$ cat config.mk
export PLATFORM = sky130hd
export DESIGN_NAME = ex_mem_pipe_reg_flat
export DESIGN_NICKNAME = d
export VERILOG_FILES = /design/src/rtl/ex_mem_pipe_reg_if.sv /design/src/rtl/ex_mem_pipe_reg.sv /design/src/flat_wrapper.sv
export SDC_FILE = /design/constraint.sdc
export NUM_CORES = 1
export LEC_CHECK = 0
export BUFFER_PORTS_ARGS = -buffer_cell sky130_fd_sc_hd__buf_4
export CORE_MARGIN = 2
export CORE_UTILIZATION = 55
export CTS_CLUSTER_DIAMETER = 200
export CTS_CLUSTER_SIZE = 24
export DETAILED_ROUTE_END_ITERATION = 10
export GPL_ROUTABILITY_DRIVEN = 0
export PLACE_DENSITY = 0.78
export SKIP_CTS_REPAIR_TIMING = 1
export SYNTH_ARGS = -nofsm -noshare
export SYNTH_HDL_FRONTEND = slang
export SYNTH_SLANG_ARGS = --single-unit
$ cat constraint.sdc
create_clock -name clk -period 3.5 [get_ports clk]
set_clock_uncertainty 0.05 [all_clocks]
set_input_delay 0.175 -clock clk [delete_from_list [all_inputs] [get_ports clk]]
set_output_delay 0.175 -clock clk [all_outputs]
set_load 0.02 [all_outputs]
$ cat src/rtl/ex_mem_pipe_reg_if.sv
// EX->MEM bundle interface: upstream valid/ready, downstream valid/ready,
// flush and the stall monitor. The pipe register uses the slave modport.
interface ex_mem_pipe_reg_if #(
  parameter int unsigned DATA_W      = 32,
  parameter int unsigned REG_ADDR_W  = 5,
  parameter int unsigned CTRL_W      = 5,
  parameter int unsigned STALL_CNT_W = 16
);
  logic                   flush;
  logic                   in_valid;
  logic                   in_ready;
  logic [CTRL_W-1:0]      control;
  logic                   zero;
  logic [DATA_W-1:0]      alu_result;
  logic [DATA_W-1:0]      read_data_2;
  logic [REG_ADDR_W-1:0]  dst_reg;
  logic [DATA_W-1:0]      branch_target;
  logic                   out_valid;
  logic                   out_ready;
  logic [CTRL_W-1:0]      control_out;
  logic                   zero_out;
  logic [DATA_W-1:0]      alu_result_out;
  logic [DATA_W-1:0]      read_data_2_out;
  logic [REG_ADDR_W-1:0]  dst_reg_out;
  logic [DATA_W-1:0]      branch_target_out;
  logic [STALL_CNT_W-1:0] stall_cycles;

  modport slave (
    input  flush, in_valid, control, zero, alu_result, read_data_2, dst_reg,
           branch_target, out_ready,
    output in_ready, out_valid, control_out, zero_out, alu_result_out,
           read_data_2_out, dst_reg_out, branch_target_out, stall_cycles
  );

  modport master (
    output flush, in_valid, control, zero, alu_result, read_data_2, dst_reg,
           branch_target, out_ready,
    input  in_ready, out_valid, control_out, zero_out, alu_result_out,
           read_data_2_out, dst_reg_out, branch_target_out, stall_cycles
  );
endinterface

$ cat src/rtl/ex_mem_pipe_reg.sv
// EX/MEM pipeline register: 2-entry elastic buffer (main + skid) with
// flush, bubble-gated control output and a saturating stall counter.
module ex_mem_pipe_reg #(
  parameter int unsigned DATA_W      = 32,
  parameter int unsigned REG_ADDR_W  = 5,
  parameter int unsigned CTRL_W      = 5,
  parameter int unsigned STALL_CNT_W = 16
) (
  input logic                clk,
  input logic                rst,
  ex_mem_pipe_reg_if.slave   bus
);

  typedef struct packed {
    logic [CTRL_W-1:0]     control;
    logic                  zero;
    logic [DATA_W-1:0]     alu_result;
    logic [DATA_W-1:0]     read_data_2;
    logic [REG_ADDR_W-1:0] dst_reg;
    logic [DATA_W-1:0]     branch_target;
  } bundle_t;

  // EMPTY: nothing held; MAIN: main valid; FULL: main and skid valid
  typedef enum logic [1:0] {
    EMPTY = 2'd0,
    MAIN  = 2'd1,
    FULL  = 2'd2
  } occ_t;

  occ_t                   state_q, state_d;
  bundle_t                main_q, main_d;
  bundle_t                skid_q, skid_d;
  logic [STALL_CNT_W-1:0] stall_q, stall_d;

  bundle_t in_bundle;
  logic    main_v, skid_v;
  logic    accept, consume;

  always_comb begin
    in_bundle = '{control:       bus.control,
                  zero:          bus.zero,
                  alu_result:    bus.alu_result,
                  read_data_2:   bus.read_data_2,
                  dst_reg:       bus.dst_reg,
                  branch_target: bus.branch_target};
    main_v  = (state_q != EMPTY);
    skid_v  = (state_q == FULL);
    accept  = bus.in_valid & ~skid_v;
    consume = main_v & bus.out_ready;
  end

  always_comb begin
    state_d = state_q;
    main_d  = main_q;
    skid_d  = skid_q;
    stall_d = stall_q;

    if (main_v && !bus.out_ready && (stall_q != '1)) begin
      stall_d = stall_q + STALL_CNT_W'(1);
    end

    if (bus.flush) begin
      state_d = EMPTY;
    end else begin
      unique case (state_q)
        EMPTY: begin
          if (accept) begin
            main_d  = in_bundle;
            state_d = MAIN;
          end
        end
        MAIN: begin
          if (consume && accept) begin
            main_d = in_bundle;
          end else if (consume) begin
            state_d = EMPTY;
          end else if (accept) begin
            skid_d  = in_bundle;
            state_d = FULL;
          end
        end
        FULL: begin
          if (consume) begin
            main_d  = skid_q;
            state_d = MAIN;
          end
        end
        default: state_d = EMPTY;
      endcase
    end
  end

  always_ff @(posedge clk) begin
    if (rst) begin
      state_q <= EMPTY;
      main_q  <= '0;
      skid_q  <= '0;
      stall_q <= '0;
    end else begin
      state_q <= state_d;
      main_q  <= main_d;
      skid_q  <= skid_d;
      stall_q <= stall_d;
    end
  end

  // in_ready comes from state alone, so no combinational path from out_ready
  assign bus.in_ready          = ~skid_v;
  assign bus.out_valid         = main_v;
  assign bus.control_out       = main_v ? main_q.control : '0;
  assign bus.zero_out          = main_q.zero;
  assign bus.alu_result_out    = main_q.alu_result;
  assign bus.read_data_2_out   = main_q.read_data_2;
  assign bus.dst_reg_out       = main_q.dst_reg;
  assign bus.branch_target_out = main_q.branch_target;
  assign bus.stall_cycles      = stall_q;

endmodule

$ cat src/flat_wrapper.sv
// flat-port wrapper written by rule: the top's interface ports become plain ports
module ex_mem_pipe_reg_flat 
#(
  parameter int unsigned DATA_W      = 32,
  parameter int unsigned REG_ADDR_W  = 5,
  parameter int unsigned CTRL_W      = 5,
  parameter int unsigned STALL_CNT_W = 16
)
  (clk, rst, bus_flush, bus_in_valid, bus_control, bus_zero, bus_alu_result, bus_read_data_2, bus_dst_reg, bus_branch_target, bus_out_ready, bus_in_ready, bus_out_valid, bus_control_out, bus_zero_out, bus_alu_result_out, bus_read_data_2_out, bus_dst_reg_out, bus_branch_target_out, bus_stall_cycles);
  ex_mem_pipe_reg_if #(.DATA_W(DATA_W), .REG_ADDR_W(REG_ADDR_W), .CTRL_W(CTRL_W), .STALL_CNT_W(STALL_CNT_W)) bus_i ();
  input logic clk;
  input logic rst;
  input wire logic [$bits(bus_i.flush)-1:0] bus_flush;
  input wire logic [$bits(bus_i.in_valid)-1:0] bus_in_valid;
  input wire logic [$bits(bus_i.control)-1:0] bus_control;
  input wire logic [$bits(bus_i.zero)-1:0] bus_zero;
  input wire logic [$bits(bus_i.alu_result)-1:0] bus_alu_result;
  input wire logic [$bits(bus_i.read_data_2)-1:0] bus_read_data_2;
  input wire logic [$bits(bus_i.dst_reg)-1:0] bus_dst_reg;
  input wire logic [$bits(bus_i.branch_target)-1:0] bus_branch_target;
  input wire logic [$bits(bus_i.out_ready)-1:0] bus_out_ready;
  output wire logic [$bits(bus_i.in_ready)-1:0] bus_in_ready;
  output wire logic [$bits(bus_i.out_valid)-1:0] bus_out_valid;
  output wire logic [$bits(bus_i.control_out)-1:0] bus_control_out;
  output wire logic [$bits(bus_i.zero_out)-1:0] bus_zero_out;
  output wire logic [$bits(bus_i.alu_result_out)-1:0] bus_alu_result_out;
  output wire logic [$bits(bus_i.read_data_2_out)-1:0] bus_read_data_2_out;
  output wire logic [$bits(bus_i.dst_reg_out)-1:0] bus_dst_reg_out;
  output wire logic [$bits(bus_i.branch_target_out)-1:0] bus_branch_target_out;
  output wire logic [$bits(bus_i.stall_cycles)-1:0] bus_stall_cycles;
  assign bus_i.flush = bus_flush;
  assign bus_i.in_valid = bus_in_valid;
  assign bus_i.control = bus_control;
  assign bus_i.zero = bus_zero;
  assign bus_i.alu_result = bus_alu_result;
  assign bus_i.read_data_2 = bus_read_data_2;
  assign bus_i.dst_reg = bus_dst_reg;
  assign bus_i.branch_target = bus_branch_target;
  assign bus_i.out_ready = bus_out_ready;
  assign bus_in_ready = bus_i.in_ready;
  assign bus_out_valid = bus_i.out_valid;
  assign bus_control_out = bus_i.control_out;
  assign bus_zero_out = bus_i.zero_out;
  assign bus_alu_result_out = bus_i.alu_result_out;
  assign bus_read_data_2_out = bus_i.read_data_2_out;
  assign bus_dst_reg_out = bus_i.dst_reg_out;
  assign bus_branch_target_out = bus_i.branch_target_out;
  assign bus_stall_cycles = bus_i.stall_cycles;
  ex_mem_pipe_reg #(.DATA_W(DATA_W), .REG_ADDR_W(REG_ADDR_W), .CTRL_W(CTRL_W), .STALL_CNT_W(STALL_CNT_W)) u_core (.clk(clk), .rst(rst), .bus(bus_i));
endmodule
* Word-level counts from Yosys, hierarchy flattened
Index checks and enable logic that the tools add are counted.
** Operators by class
- Add/subtract/negate cells :: 1
- Mux-type cells :: 11
- Reductions and logical operators :: 11
- Bitwise operators :: 6
- Eq/ne operators :: 8
** Operators with widths (number)
- $mux W107 :: 3
- $pmux W107 S3 :: 1
- $add A16 B1 Y16 const B :: 1
- $ne A16 B16 Y1 const B :: 1
- $mux W2 :: 5
- $reduce_and A5 Y1 :: 2
- $pmux W2 S3 :: 1
- $mux W5 :: 1
- $ne A2 B1 Y1 const B :: 2
- $ne A2 B2 Y1 const B :: 2
- $not A1 Y1 :: 4
- $reduce_and A4 Y1 :: 1
- $logic_and A1 B1 Y1 :: 3
- $ne A3 B1 Y1 const B :: 1
- $reduce_bool A3 Y1 :: 1
- $and A1 B1 Y1 :: 2
- $eq A2 B1 Y1 const B :: 1
- $eq A2 B2 Y1 const B :: 1
- $logic_not A2 Y1 :: 1
- $reduce_bool A2 Y1 :: 1
- $reduce_or A2 Y1 :: 1
- $logic_not A1 Y1 :: 1
** Storage, ports and cells
- Logic and storage cells :: 51
- Input bits :: 112
- Register bits after elaboration :: 232

* Longest topological paths before layout
Gate-level depths: netlist of run 1.
- Word-level depth :: 7
- Mapped depth :: 8
- Depth with buffers taken out :: 5

* Worst setup path after synthesis of run 1
No wires, ideal clock.
- Path type :: reg-to-reg
- From :: register u_core.stall_q[2] (netlist: u_core.bus.stall_cycles[2])
- To :: register u_core.stall_q[15] (netlist: u_core.bus.stall_cycles[15])
- Data arrival time :: 1929 ps
- Data required time :: 3380 ps
- Clock period less this slack :: 2049 ps
- Slack :: 1451 ps
- Library setup time :: 70 ps
- Stages on the path, launching flop included :: 6
- Path buffers :: 1
- Cells stage by stage :: dfxtp_1 -> nand4_1 -> or4_1 -> clkbuf_2 -> or4_1 -> a21oi_1
** On the way
- Word-level cells in the longest chain between the ends :: 2
** RTL lines
- start, declared :: RTL line ex_mem_pipe_reg.sv:33 : logic [STALL_CNT_W-1:0] stall_q, stall_d;
- start signal, assigned :: RTL line ex_mem_pipe_reg.sv:103 : stall_q <= stall_d;
- branches (longest 2 deep; another with $add A16 B1 Y16)
Parallel ways; which one is timed is not known.
A chain may end at the register's enable or synchronous reset.

* Worst setup path in the final report of run 1
- From :: register u_core.state_q[0]
- To :: output port bus_in_ready
** On the way
- Word-level cells in the longest chain between the ends :: 2
** RTL lines
- start, declared :: RTL line ex_mem_pipe_reg.sv:30 : occ_t state_q, state_d;
- start signal, assigned :: RTL line ex_mem_pipe_reg.sv:100 : state_q <= state_d;
- $eq A2 B2 Y1 :: RTL line ex_mem_pipe_reg.sv:47 : skid_v = (state_q == FULL);
- $not A1 Y1 :: RTL line ex_mem_pipe_reg.sv:108 : assign bus.in_ready = ~skid_v;
- end, declared :: RTL line flat_wrapper.sv:22 : output wire logic [$bits(bus_i.in_ready)-1:0] bus_in_ready;
Every way passes these cells.

==> results of run 1 <==
==> final timing paths <==
check,cells after the start,end,start
worst max-delay path,3,bus_in_ready,u_core.state_q[0]$_SDFFE_PP0P_
worst max register to register,5,u_core.bus.dst_reg_out[2]$_SDFFE_PP0P_,u_core.state_q[0]$_SDFFE_PP0P_
worst min-delay path,4,u_core.state_q[0]$_SDFFE_PP0P_,bus_in_valid
worst min register to register,2,u_core.skid_q[69]$_SDFFE_PP0P_,u_core.skid_q[69]$_SDFFE_PP0P_
==> metrics by stage <==
stage | hold slack (ns) | power (mW) | worst slack [ns] | instances | util (%)
after floorplan | 0.202 | 3.37 | 1.45 | 1190 | -
after global placement | 0.355 | 3.58 | 1.25 | 1467 | 62.1
after detailed placement | 0.362 | 3.59 | 1.19 | 1467 | 62.1
after CTS | -0.141 | 5.09 | 1.06 | 1481 | 63.9
after global routing | 0.154 | 5.35 | 0.958 | 1591 | 69.8
final | 0.141 | 5.16 | 1.09 | 1592 | 69.8
==> cell type report <==
class,instances,area (µm²),area share (%)
sequential,232,4640,35.8
clock inverter,1,8.76,0.0675
multi-input combinational,741,4560,35.1
clock buffer,13,325,2.51
tap,234,293,2.26
timing repair buffer,365,3120,24.0
antenna,1,2.50,0.0193
inverter,5,23.8,0.183
==> sequential cells by signal (all words and copies together) (netlist names) <==
name	cells
u_core.skid_q	107
u_core.bus.branch_target_out	32
u_core.bus.alu_result_out	32
u_core.state_q	2
u_core.bus.dst_reg_out	5
u_core.main_q	5
u_core.bus.stall_cycles	16
u_core.bus.zero_out	1
u_core.bus.read_data_2_out	32
==> layer usage <==
| metal | track usage [%] | share of wire [%] |
|---|---|---|
| met1 | 31.0 | 43 |
| met3 | 5.37 | 6.5 |
| met5 | 0 | 0 |
| met4 | 6.32 | 2.1 |
| met2 | 37.7 | 48 |
==> kinds of logic (layout without fill, tap and decap cells) <==
kind of cell               count (synthesis)  in the layout  share of synthesized area (%)
other                                      0              1                              0
DFF                                      232            232                           44.7
AOI/OAI and AO/OA                        353            353                           21.5
buffers and inverters                    217            384                           11.7
adders and majority gates                  1              1                          0.121
muxes                                    111            111                           10.7
and+or+nand+nor                          276            276                           11.2
==> Yosys cell counts <==
cell,n,area (µm²)
inv_2,1,3.75
nand2b_1,2,12.5
nor2b_1,9,56.3
and4_1,2,17.5
inv_1,4,15.0
nor4_1,5,31.3
o31a_1,1,8.76
or3_1,1,6.26
buf_2,15,75.1
nand2_1,221,830
buf_1,4,15.0
dfxtp_1,232,4640
nor2_1,5,18.8
o21ai_1,1,5.00
a311oi_1,107,937
and3_1,1,6.26
nand3b_1,1,7.51
o22a_1,1,8.76
o21a_1,1,7.51
o21ba_2,2,20.0
mux2_2,3,33.8
clkbuf_1,91,342
and2b_1,1,7.51
nor3_1,3,15.0
or4_1,10,75.1
o21bai_2,1,11.3
nand3_1,9,45.0
o31ai_1,9,67.6
mux2i_1,108,1080
ha_1,1,12.5
nand4_1,5,31.3
a2111oi_0,1,8.76
nor3b_1,1,7.51
buf_4,101,758
a21oi_1,225,1130
clkbuf_2,1,5.00
a31oi_1,1,6.26
o21ai_0,1,5.00
a211oi_1,2,15.0
==> report_power, final <==
group          switching, mW  total, mW  internal (mW)
Combinational          0.445      0.848          0.403
Clock                  0.841       1.52          0.676
Sequential            0.0582       2.80           2.74
==> worst register-to-register path: cells and delay by family, from the launching register on <==
family	cells	cell delay, ns
compound gates	3	1.20
flops	1	0.39
buf+inv	1	0.38
simple gates	1	0.26
==> impl_metrics.env, run 1 <==
export IMPL_die_w_um=141
export IMPL_yosysWarnings=0
export IMPL_dpl_cell_area_um2=11500
export IMPL_rsz0062_at_grt="false"
export IMPL_postRouteWirelength_um=26300
export IMPL_syn_inst=1190
export IMPL_finalSetupViolations=0
export IMPL_drv_slew=0
export IMPL_drtIter0Drc=571
export IMPL_seq_area_frac_synth_pct=44.7
export IMPL_gr_total_overflow=0
export IMPL_port_buffer_count=236
export IMPL_clkTransAtPathRegs_ns=0.10
export IMPL_tightest_slew_ns=0.870
export IMPL_max_vdd_ir_drop_mv=0.333
export IMPL_required_ns=3.27
export IMPL_critPathKind="reg2out"
export IMPL_cp_start_kind="register"
export IMPL_synth_cell_types=39
export IMPL_layout_nets=1471
export IMPL_ys_ff_latch=232
export IMPL_path_max_fanout=42
export IMPL_htree_num_levels=1
export IMPL_dieArea_um2=20000
export IMPL_wire_per_inst_um=16.5
export IMPL_gr_usage_all_layers_pct=23.1
export IMPL_drv_cap=0
export IMPL_hold_violations=0
export IMPL_cp_top_family="simple AND/OR/NAND/NOR gates"
export IMPL_placement_rows=50
export IMPL_ant_nets=0
export IMPL_cts_root_buf="clkbuf_16"
export IMPL_grt_pass1_wl_um=39200
export IMPL_status="complete, no violations"
export IMPL_p_per_area_nw_per_um2=398
export IMPL_final_layout_size_suffix_gt1_share_pct=20.6
export IMPL_mostFrequentLayoutCells="buf_4, dfxtp_1, a21oi_1, nand2_1, dlygate4sd3_1"
export IMPL_endpoint_kind="output port"
export IMPL_coreArea_um2=18600
export IMPL_cp_cell_sequence="nand2b_4, buf_12, buf_4"
export IMPL_syn_area_per_cell_um2=8.72
export IMPL_cp_arrival_ns=2.19
export IMPL_period_minus_slack_ns=2.41
export IMPL_area_delta_synth_final_pct=25.0
export IMPL_clk_latency_ns=0.47
export IMPL_cpPeakStageDelay_ns=0.64
export IMPL_start_util_pct=55.9
export IMPL_viasPerCell=5.72
export IMPL_final_common_cell="buf_4"
export IMPL_io_pins=237
export IMPL_rrSetupSlack_ns=1.11
export IMPL_num_vias=9100
export IMPL_fin_area_um2=13000
export IMPL_slowest_stage="nand2b_4"
export IMPL_numCtsBuffers=13
export IMPL_min_path_type="in2reg"
export IMPL_cts_max_path_buffers=3
export IMPL_fp_dieH_um=141
export IMPL_leakagePower_nw=5.53
export IMPL_setup_tns_ns=0
export IMPL_route_detailed_drc=0
export IMPL_synth_nets=1303
export IMPL_grt_pass1_vias=7825
export IMPL_clock_sinks=232
export IMPL_cts_tree="done"
export IMPL_fillers=1417
export IMPL_netlist_area_um2=10400
export IMPL_slew_limit_headroom_pct=41.8
export IMPL_finalCritPeriodShare_pct=68.9
export IMPL_hpwl_um=15500
export IMPL_grt_max_degree=114
export IMPL_drt_pre_antenna_iters=5
export IMPL_critPathBufInv=2
export IMPL_max_clock_freq_mhz=414
export IMPL_antenna_found_initial=0
No activity file was read; power rests on OpenSTA's default activity.
==> inputs of run 2 (changes only) <==
--- a/config.mk
+++ b/config.mk
@@ -7,12 +7,12 @@
 export LEC_CHECK = 0
 export BUFFER_PORTS_ARGS = -buffer_cell sky130_fd_sc_hd__buf_4
 export CORE_MARGIN = 2
-export CORE_UTILIZATION = 55
+export CORE_UTILIZATION = 49
 export CTS_CLUSTER_DIAMETER = 200
 export CTS_CLUSTER_SIZE = 24
 export DETAILED_ROUTE_END_ITERATION = 10
 export GPL_ROUTABILITY_DRIVEN = 0
-export PLACE_DENSITY = 0.78
+export PLACE_DENSITY = 0.73
 export SKIP_CTS_REPAIR_TIMING = 1
 export SYNTH_ARGS = -nofsm -noshare
 export SYNTH_HDL_FRONTEND = slang
==> constraint.sdc (replaced) <==
create_clock -name clk -period 2.02 [get_ports clk]
set_clock_uncertainty 0.05 [all_clocks]
set_input_delay 0.101 -clock clk [delete_from_list [all_inputs] [get_ports clk]]
set_output_delay 0.101 -clock clk [all_outputs]
set_load 0.02 [all_outputs]
==> run 2 against run 1 <==
Effect of this change:
- the flow now finishes with violations (hold timing)
- critical endpoint unchanged
- sequential cell count is the same
- sequential share of layout area fell by 0.69 points
- largest power group unchanged
- largest cell class unchanged
- combinational power increased by 77%
- clock-buffer cell count is the same
- core utilization fell by 6.4 points
==> impl_metrics.env, run 2 (synthesis gave the netlist of run 1 again) <==
export IMPL_status="finished with violations"
export IMPL_violations="hold timing"
export IMPL_final_common_cell="buf_4"
export IMPL_route_detailed_drc=0
export IMPL_ant_nets=0
export IMPL_instances_no_fill=1644
export IMPL_min_path_type="in2reg"
export IMPL_htree_num_levels=1
export IMPL_dieArea_um2=22400
export IMPL_leakagePower_nw=5.63
export IMPL_wire_per_inst_um=16.0
export IMPL_start_util_pct=49.7
export IMPL_layout_nets=1480
export IMPL_finalCritPeriodShare_pct=96.3
export IMPL_crit_end="bus_in_ready"
export IMPL_critPathKind="reg2out"
export IMPL_cts_max_path_buffers=3
export IMPL_fillers=1699
export IMPL_grt_max_degree=83
export IMPL_cp_start_kind="register"
export IMPL_fp_dieH_um=150
export IMPL_hold_violations=1
export IMPL_die_w_um=150
export IMPL_max_vdd_ir_drop_mv=0.470
export IMPL_drv_slew=0
export IMPL_startpoint="u_core.state_q[0]$_SDFFE_PP0P_"
export IMPL_clock_sinks=232
export IMPL_final_util_pct=63.4
export IMPL_drv_cap=0
export IMPL_port_buffer_count=236
export IMPL_cts_tree="done"
export IMPL_period_minus_slack_ns=1.95
export IMPL_max_clock_freq_mhz=514
export IMPL_num_vias=8947
export IMPL_slew_limit_headroom_pct=67.6
export IMPL_cts_root_buf="clkbuf_16"
export IMPL_numCtsBuffers=13
export IMPL_gr_usage_all_layers_pct=21.3
export IMPL_drtIter0Drc=429
export IMPL_grt_pass1_wl_um=39700
export IMPL_grt_pass1_vias=7672
export IMPL_antenna_found_initial=2
export IMPL_clk_latency_ns=0.47
export IMPL_largest_reg_flops=107
export IMPL_hpwl_um=16000
export IMPL_hold_worst_slack_ns=-0.00185
export IMPL_clkTransAtPathRegs_ns=0.10
export IMPL_p_per_area_nw_per_um2=678
export IMPL_final_layout_size_suffix_gt1_share_pct=21.6
export IMPL_r2r_start="u_core.state_q[0]$_SDFFE_PP0P_"
export IMPL_required_ns=1.87
export IMPL_endpoint_kind="output port"
export IMPL_r2r_end="u_core.bus.branch_target_out[25]$_SDFFE_PP0P_"
export IMPL_reg2reg_depth=6
export IMPL_area_delta_synth_final_pct=27.6
export IMPL_postRouteWirelength_um=26300
export IMPL_placed_cells=1518
export IMPL_setup_tns_ns=0
export IMPL_path_max_fanout=20
export IMPL_viasPerCell=5.44
export IMPL_coreArea_um2=20900
export IMPL_cp_arrival_ns=1.80
export IMPL_drt_pre_antenna_iters=5
export IMPL_largest_register="u_core.skid_q"
export IMPL_power_mw=8.97
export IMPL_finalSetupViolations=0
export IMPL_io_pins=237
export IMPL_gr_total_overflow=0
export IMPL_placement_rows=53
export IMPL_tightest_slew_ns=0.484
export IMPL_mostFrequentLayoutCells="buf_4, dfxtp_1, a21oi_1, nand2_1, dlygate4sd3_1"
export IMPL_rrSetupSlack_ns=0.10
-- run 2: stage by stage --
stage | area [µm²] | hold WS (ns) | setup WS (ns)
after floorplan | 10400 | 0.128 | 0.00626
final | 13200 | -0.00185 | 0.0740
after detailed placement | 11800 | 0.274 | 0.0851
after global routing | 13200 | 0.0102 | -0.0123
after CTS | 12100 | -0.230 | 0.0524
after global placement | 11800 | 0.270 | 0.0966
-- run 2: cell type report --
type | count | area [µm²] | share of cell area [%]
inverter | 5 | 23.8 | 0.180
clock buffer | 13 | 325 | 2.46
tap | 275 | 344 | 2.60
clock inverter | 1 | 8.76 | 0.0661
multi-input combinational | 741 | 4560 | 34.4
timing repair buffer | 374 | 3320 | 25.1
antenna | 3 | 7.51 | 0.0567
sequential | 232 | 4650 | 35.1
-- run 2: power by group --
part	switching [mW]	total, mW	internal [mW]	leakage [nW]
Combinational	0.776	1.50	0.722	3.57
Clock	1.46	2.63	1.17	0.165
Sequential	0.0996	4.85	4.75	1.89
-- run 2: worst max-delay path: stages (launching register included) --
cell	delay, ns
dfxtp_1	0.46
nand2b_4	0.26
buf_4	0.37
buf_4	0.22
-- run 2: how the worst min path moves through the flow --
| stage | startpoint | end | depth (start not counted) |
|---|---|---|---|
| after global routing | rst | u_core.skid_q[83]$_SDFFE_PP0P_ | 2 |
| after floorplan | bus_flush | u_core.state_q[0]$_SDFFE_PP0P_ | 1 |
| after global placement | bus_flush | u_core.state_q[0]$_SDFFE_PP0P_ | 2 |
| after detailed placement | bus_flush | u_core.state_q[0]$_SDFFE_PP0P_ | 2 |
| after CTS | bus_flush | u_core.state_q[0]$_SDFFE_PP0P_ | 2 |
| final | rst | u_core.bus.stall_cycles[11]$_SDFFE_PP0P_ | 2 |
-- run 2: metal layers --
layer / GRT usage (%) / part of all wire, % / wire, µm
met3: 4.82 / 6.2 / 1620
met2: 33.4 / 47 / 12400
met4: 5.76 / 2.1 / 550
met5: 0 / 0 / 0
met1: 29.4 / 45 / 11700
==> inputs of run 3 (changes only) <==
--- a/config.mk
+++ b/config.mk
@@ -5,6 +5,7 @@
 export SDC_FILE = /design/constraint.sdc
 export NUM_CORES = 1
 export LEC_CHECK = 0
+export ABC_AREA = 1
 export BUFFER_PORTS_ARGS = -buffer_cell sky130_fd_sc_hd__buf_4
 export CORE_MARGIN = 2
 export CORE_UTILIZATION = 49
==> run 3 against run 2 <==
Effect of this change:
- the run now ends clean
- register-to-register slack gained 0.05 ns
- sequential share of layout area shrank 0.21 points
- clock-buffer cell count unchanged
- worst hold slack improved by 0.0060 ns
- synthesized cell count increased by 27%
- via count up 13%
- critical path depth is 4 higher
- final cell count grew 19%
- core utilization decreased by 0.46 points
- non-clock buffer count decreased by 4
- wire length increased by 5.3%
- design area grew 0.53%
- critical endpoint is now u_core.state_q[1]$_SDFFE_PP0P_
- largest power group unchanged
- highest routed layer unchanged
==> impl_metrics.env, run 3 <==
export IMPL_synth_nets=1621
export IMPL_critPathBufInv=4
export IMPL_viasPerCell=5.16
export IMPL_synth_compound_area_share_pct=18.1
export IMPL_gr_total_overflow=0
export IMPL_mostFrequentLayoutCells="o21ai_0, buf_4, dfxtp_1, nor2_1, nand2_1"
export IMPL_synth_cell_types=24
export IMPL_htree_num_levels=1
export IMPL_status="complete, no violations"
export IMPL_synth_top_area_share_pct=43.7
export IMPL_grt_pass1_wl_um=43000
export IMPL_synthAdderAreaFrac_pct=0.118
export IMPL_gr_usage_all_layers_pct=22.7
export IMPL_synth_common_cells="o21ai_0, dfxtp_1, nor2_1, nand2_1, nor3_1"
export IMPL_cpPeakStageDelay_ns=0.57
export IMPL_start_util_pct=50.2
export IMPL_fillers=1839
export IMPL_final_layout_size_suffix_gt1_share_pct=17.0
export IMPL_rrSetupSlack_ns=0.15
export IMPL_clkTransAtPathRegs_ns=0.09
export IMPL_placement_rows=53
export IMPL_numCtsBuffers=13
export IMPL_period_minus_slack_ns=1.91
export IMPL_path_max_fanout=12
export IMPL_layout_nets=1794
export IMPL_p_per_area_nw_per_um2=685
export IMPL_r2r_start="u_core.state_q[0]$_SDFFE_PP0P_"
export IMPL_synth_edf_count=0
export IMPL_synth_top_family_by_area="simple AND/OR/NAND/NOR gates"
export IMPL_tightest_slew_ns=0.530
export IMPL_crit_end="u_core.state_q[1]$_SDFFE_PP0P_"
export IMPL_drv_cap=0
export IMPL_num_vias=10100
export IMPL_cp_top_family="buffers and inverters"
export IMPL_largest_register="u_core.skid_q"
export IMPL_cp_start_kind="primary input"
export IMPL_critPathKind="in2reg"
export IMPL_min_path_type="in2reg"
export IMPL_seq_area_um2=4650
export IMPL_required_ns=2.38
export IMPL_reg2reg_depth=6
export IMPL_multi_input_area_um2=4400
export IMPL_area_delta_synth_final_pct=25.4
export IMPL_synth_top_area_cell="dfxtp_1"
export IMPL_hpwl_um=17000
export IMPL_path_depth=7
export IMPL_dieArea_um2=22900
export IMPL_die_w_um=151
export IMPL_drv_slew=0
export IMPL_netlist_area_um2=10600
export IMPL_cts_max_path_buffers=3
export IMPL_synth_area_leaders="dfxtp_1, o21ai_0, buf_4"
export IMPL_timing_critical_path_mode_cell="dlygate4sd3_1"
export IMPL_cp_arrival_ns=2.27
export IMPL_max_vdd_ir_drop_mv=0.477
export IMPL_startpoint="rst"
export IMPL_wire_per_inst_um=14.2
export IMPL_yosysMostFrequentCell="o21ai_0"
export IMPL_drt_pre_antenna_iters=5
export IMPL_antenna_found_initial=2
export IMPL_route_detailed_drc=0
export IMPL_io_pins=237
export IMPL_async_flop_share_pct=0
export IMPL_grt_max_degree=110
export IMPL_r2r_end="u_core.skid_q[95]$_SDFFE_PP0P_"
export IMPL_hold_worst_slack_ns=0.00420
export IMPL_fp_dieH_um=151
export IMPL_ys_ff_latch=232
export IMPL_drtIter0Drc=535
export IMPL_ant_nets=0
export IMPL_syn_inst=1508
export IMPL_cts_tree="done"
export IMPL_cts_root_buf="clkbuf_16"
export IMPL_cp_cell_sequence="dlygate4sd3_1, buf_4, nor2_1, nand2_1, dlygate4sd3_1, a21oi_1, dlygate4sd3_1"
export IMPL_grt_pass1_vias=8681
export IMPL_slowest_stage="dlygate4sd3_1"
export IMPL_max_clock_freq_mhz=524
export IMPL_synthSimpleGateAreaFrac_pct=22.2
export IMPL_synth_xor_area_share_pct=0.495
export IMPL_clock_sinks=232
export IMPL_leakagePower_nw=5.70
export IMPL_port_buffer_count=236
export IMPL_syn_area_per_cell_um2=7.04
export IMPL_ys_flop_type="dfxtp_1"
export IMPL_largest_reg_flops=107
export IMPL_synth_mux_area_share_pct=0
export IMPL_yosysWarnings=0
export IMPL_seq_area_frac_synth_pct=43.7
export IMPL_slew_limit_headroom_pct=64.7
export IMPL_finalCritPeriodShare_pct=94.4
export IMPL_final_common_cell="o21ai_0"
export IMPL_power_mw=9.12
export IMPL_postRouteWirelength_um=27700
export IMPL_clk_latency_ns=0.47
export IMPL_endpoint_kind="register"
export IMPL_finalSetupViolations=0
export IMPL_hold_violations=0
export IMPL_coreArea_um2=21200
run 3: cell types whose count changed after synthesis, moves of 11 or more:
| cell | previous run | this run |
|---|---|---|
| a21oi_1 | 225 | 88 |
| a311oi_1 | 107 | 0 |
| clkbuf_1 | 91 | 80 |
| inv_1 | 4 | 105 |
| mux2i_1 | 108 | 0 |
| nand2_1 | 221 | 200 |
| nand3_1 | 9 | 41 |
| nor2_1 | 5 | 206 |
| nor3_1 | 3 | 108 |
| o21ai_0 | 1 | 282 |
| o21ai_1 | 1 | 12 |
run 3: cell families after synthesis:
kind of cell | count (synthesis)
DFF | 232
adders and majority gates | 1
AOI/OAI and AO/OA | 383
buffers and inverters | 318
xor gates and xnor gates | 6
and+or+nand+nor | 568
run 3: cell type report:
type	instances	share of cell area, %
clock buffer	13	2.44
inverter	106	3.01
multi-input combinational	958	33.1
antenna	2	0.0376
tap	275	2.58
sequential	232	34.9
clock inverter	1	0.0658
timing repair buffer	370	23.9
run 3: where the power goes:
| part | internal (mW) | switching (mW) |
|---|---|---|
| clock | 1.17 | 1.47 |
| combinational | 0.718 | 0.869 |
| sequential | 4.78 | 0.114 |
run 3: layer usage:
layer | up-vias | part of all wire [%] | track usage [%] | wire length, µm
li1 | 5136 | - | - | -
met1 | 4602 | 45 | 30.8 | 12400
met2 | 326 | 46 | 37.2 | 12900
met3 | 41 | 6.8 | 4.43 | 1870
met4 | 0 | 1.9 | 5.61 | 514
met5 | - | 0 | 0 | 0
run 3: how the worst min path moves through the flow:
stage                        start                        endpoint  slack [ns]  cells past startpoint
2_1_floorplan         bus_in_valid  u_core.state_q[1]$_SDFFE_PP0P_        0.19                      2
3_3_place_gp   bus_read_data_2[20]  u_core.skid_q[57]$_SDFFE_PP0P_        0.31                      3
3_5_place_dp   bus_read_data_2[19]  u_core.skid_q[56]$_SDFFE_PP0P_        0.32                      3
4_1_cts        bus_read_data_2[17]  u_core.skid_q[54]$_SDFFE_PP0P_       -0.17                      3
5_1_grt               bus_in_valid  u_core.state_q[0]$_SDFFE_PP0P_        0.04                      4
6_report             bus_out_ready  u_core.state_q[0]$_SDFFE_PP0P_       0.004                      4
run 3: stage by stage:
step / instance area (µm²) / util (%) / setup WS (ns) / instances / TNS, ns
6_report: 13300 / 62.9 / 0.113 / 1957 / 0
5_1_grt: 13300 / 62.9 / -0.00414 / 1956 / -0.00967
4_1_cts: 12200 / 57.6 / 0.0340 / 1844 / 0
3_5_place_dp: 11800 / 56.0 / 0.0705 / 1830 / 0
3_3_place_gp: 11800 / 56.0 / 0.180 / 1830 / 0
2_1_floorplan: 10600 / - / 0.212 / 1508 / 0
run 3: worst register-to-register path, cell delays in order, from the launching register on:
cell     delay [ns]
dfxtp_1        0.35
inv_2          0.12
nor2_1         0.28
nand3_4        0.25
buf_4          0.35
o21ai_0        0.27
a21oi_1        0.06
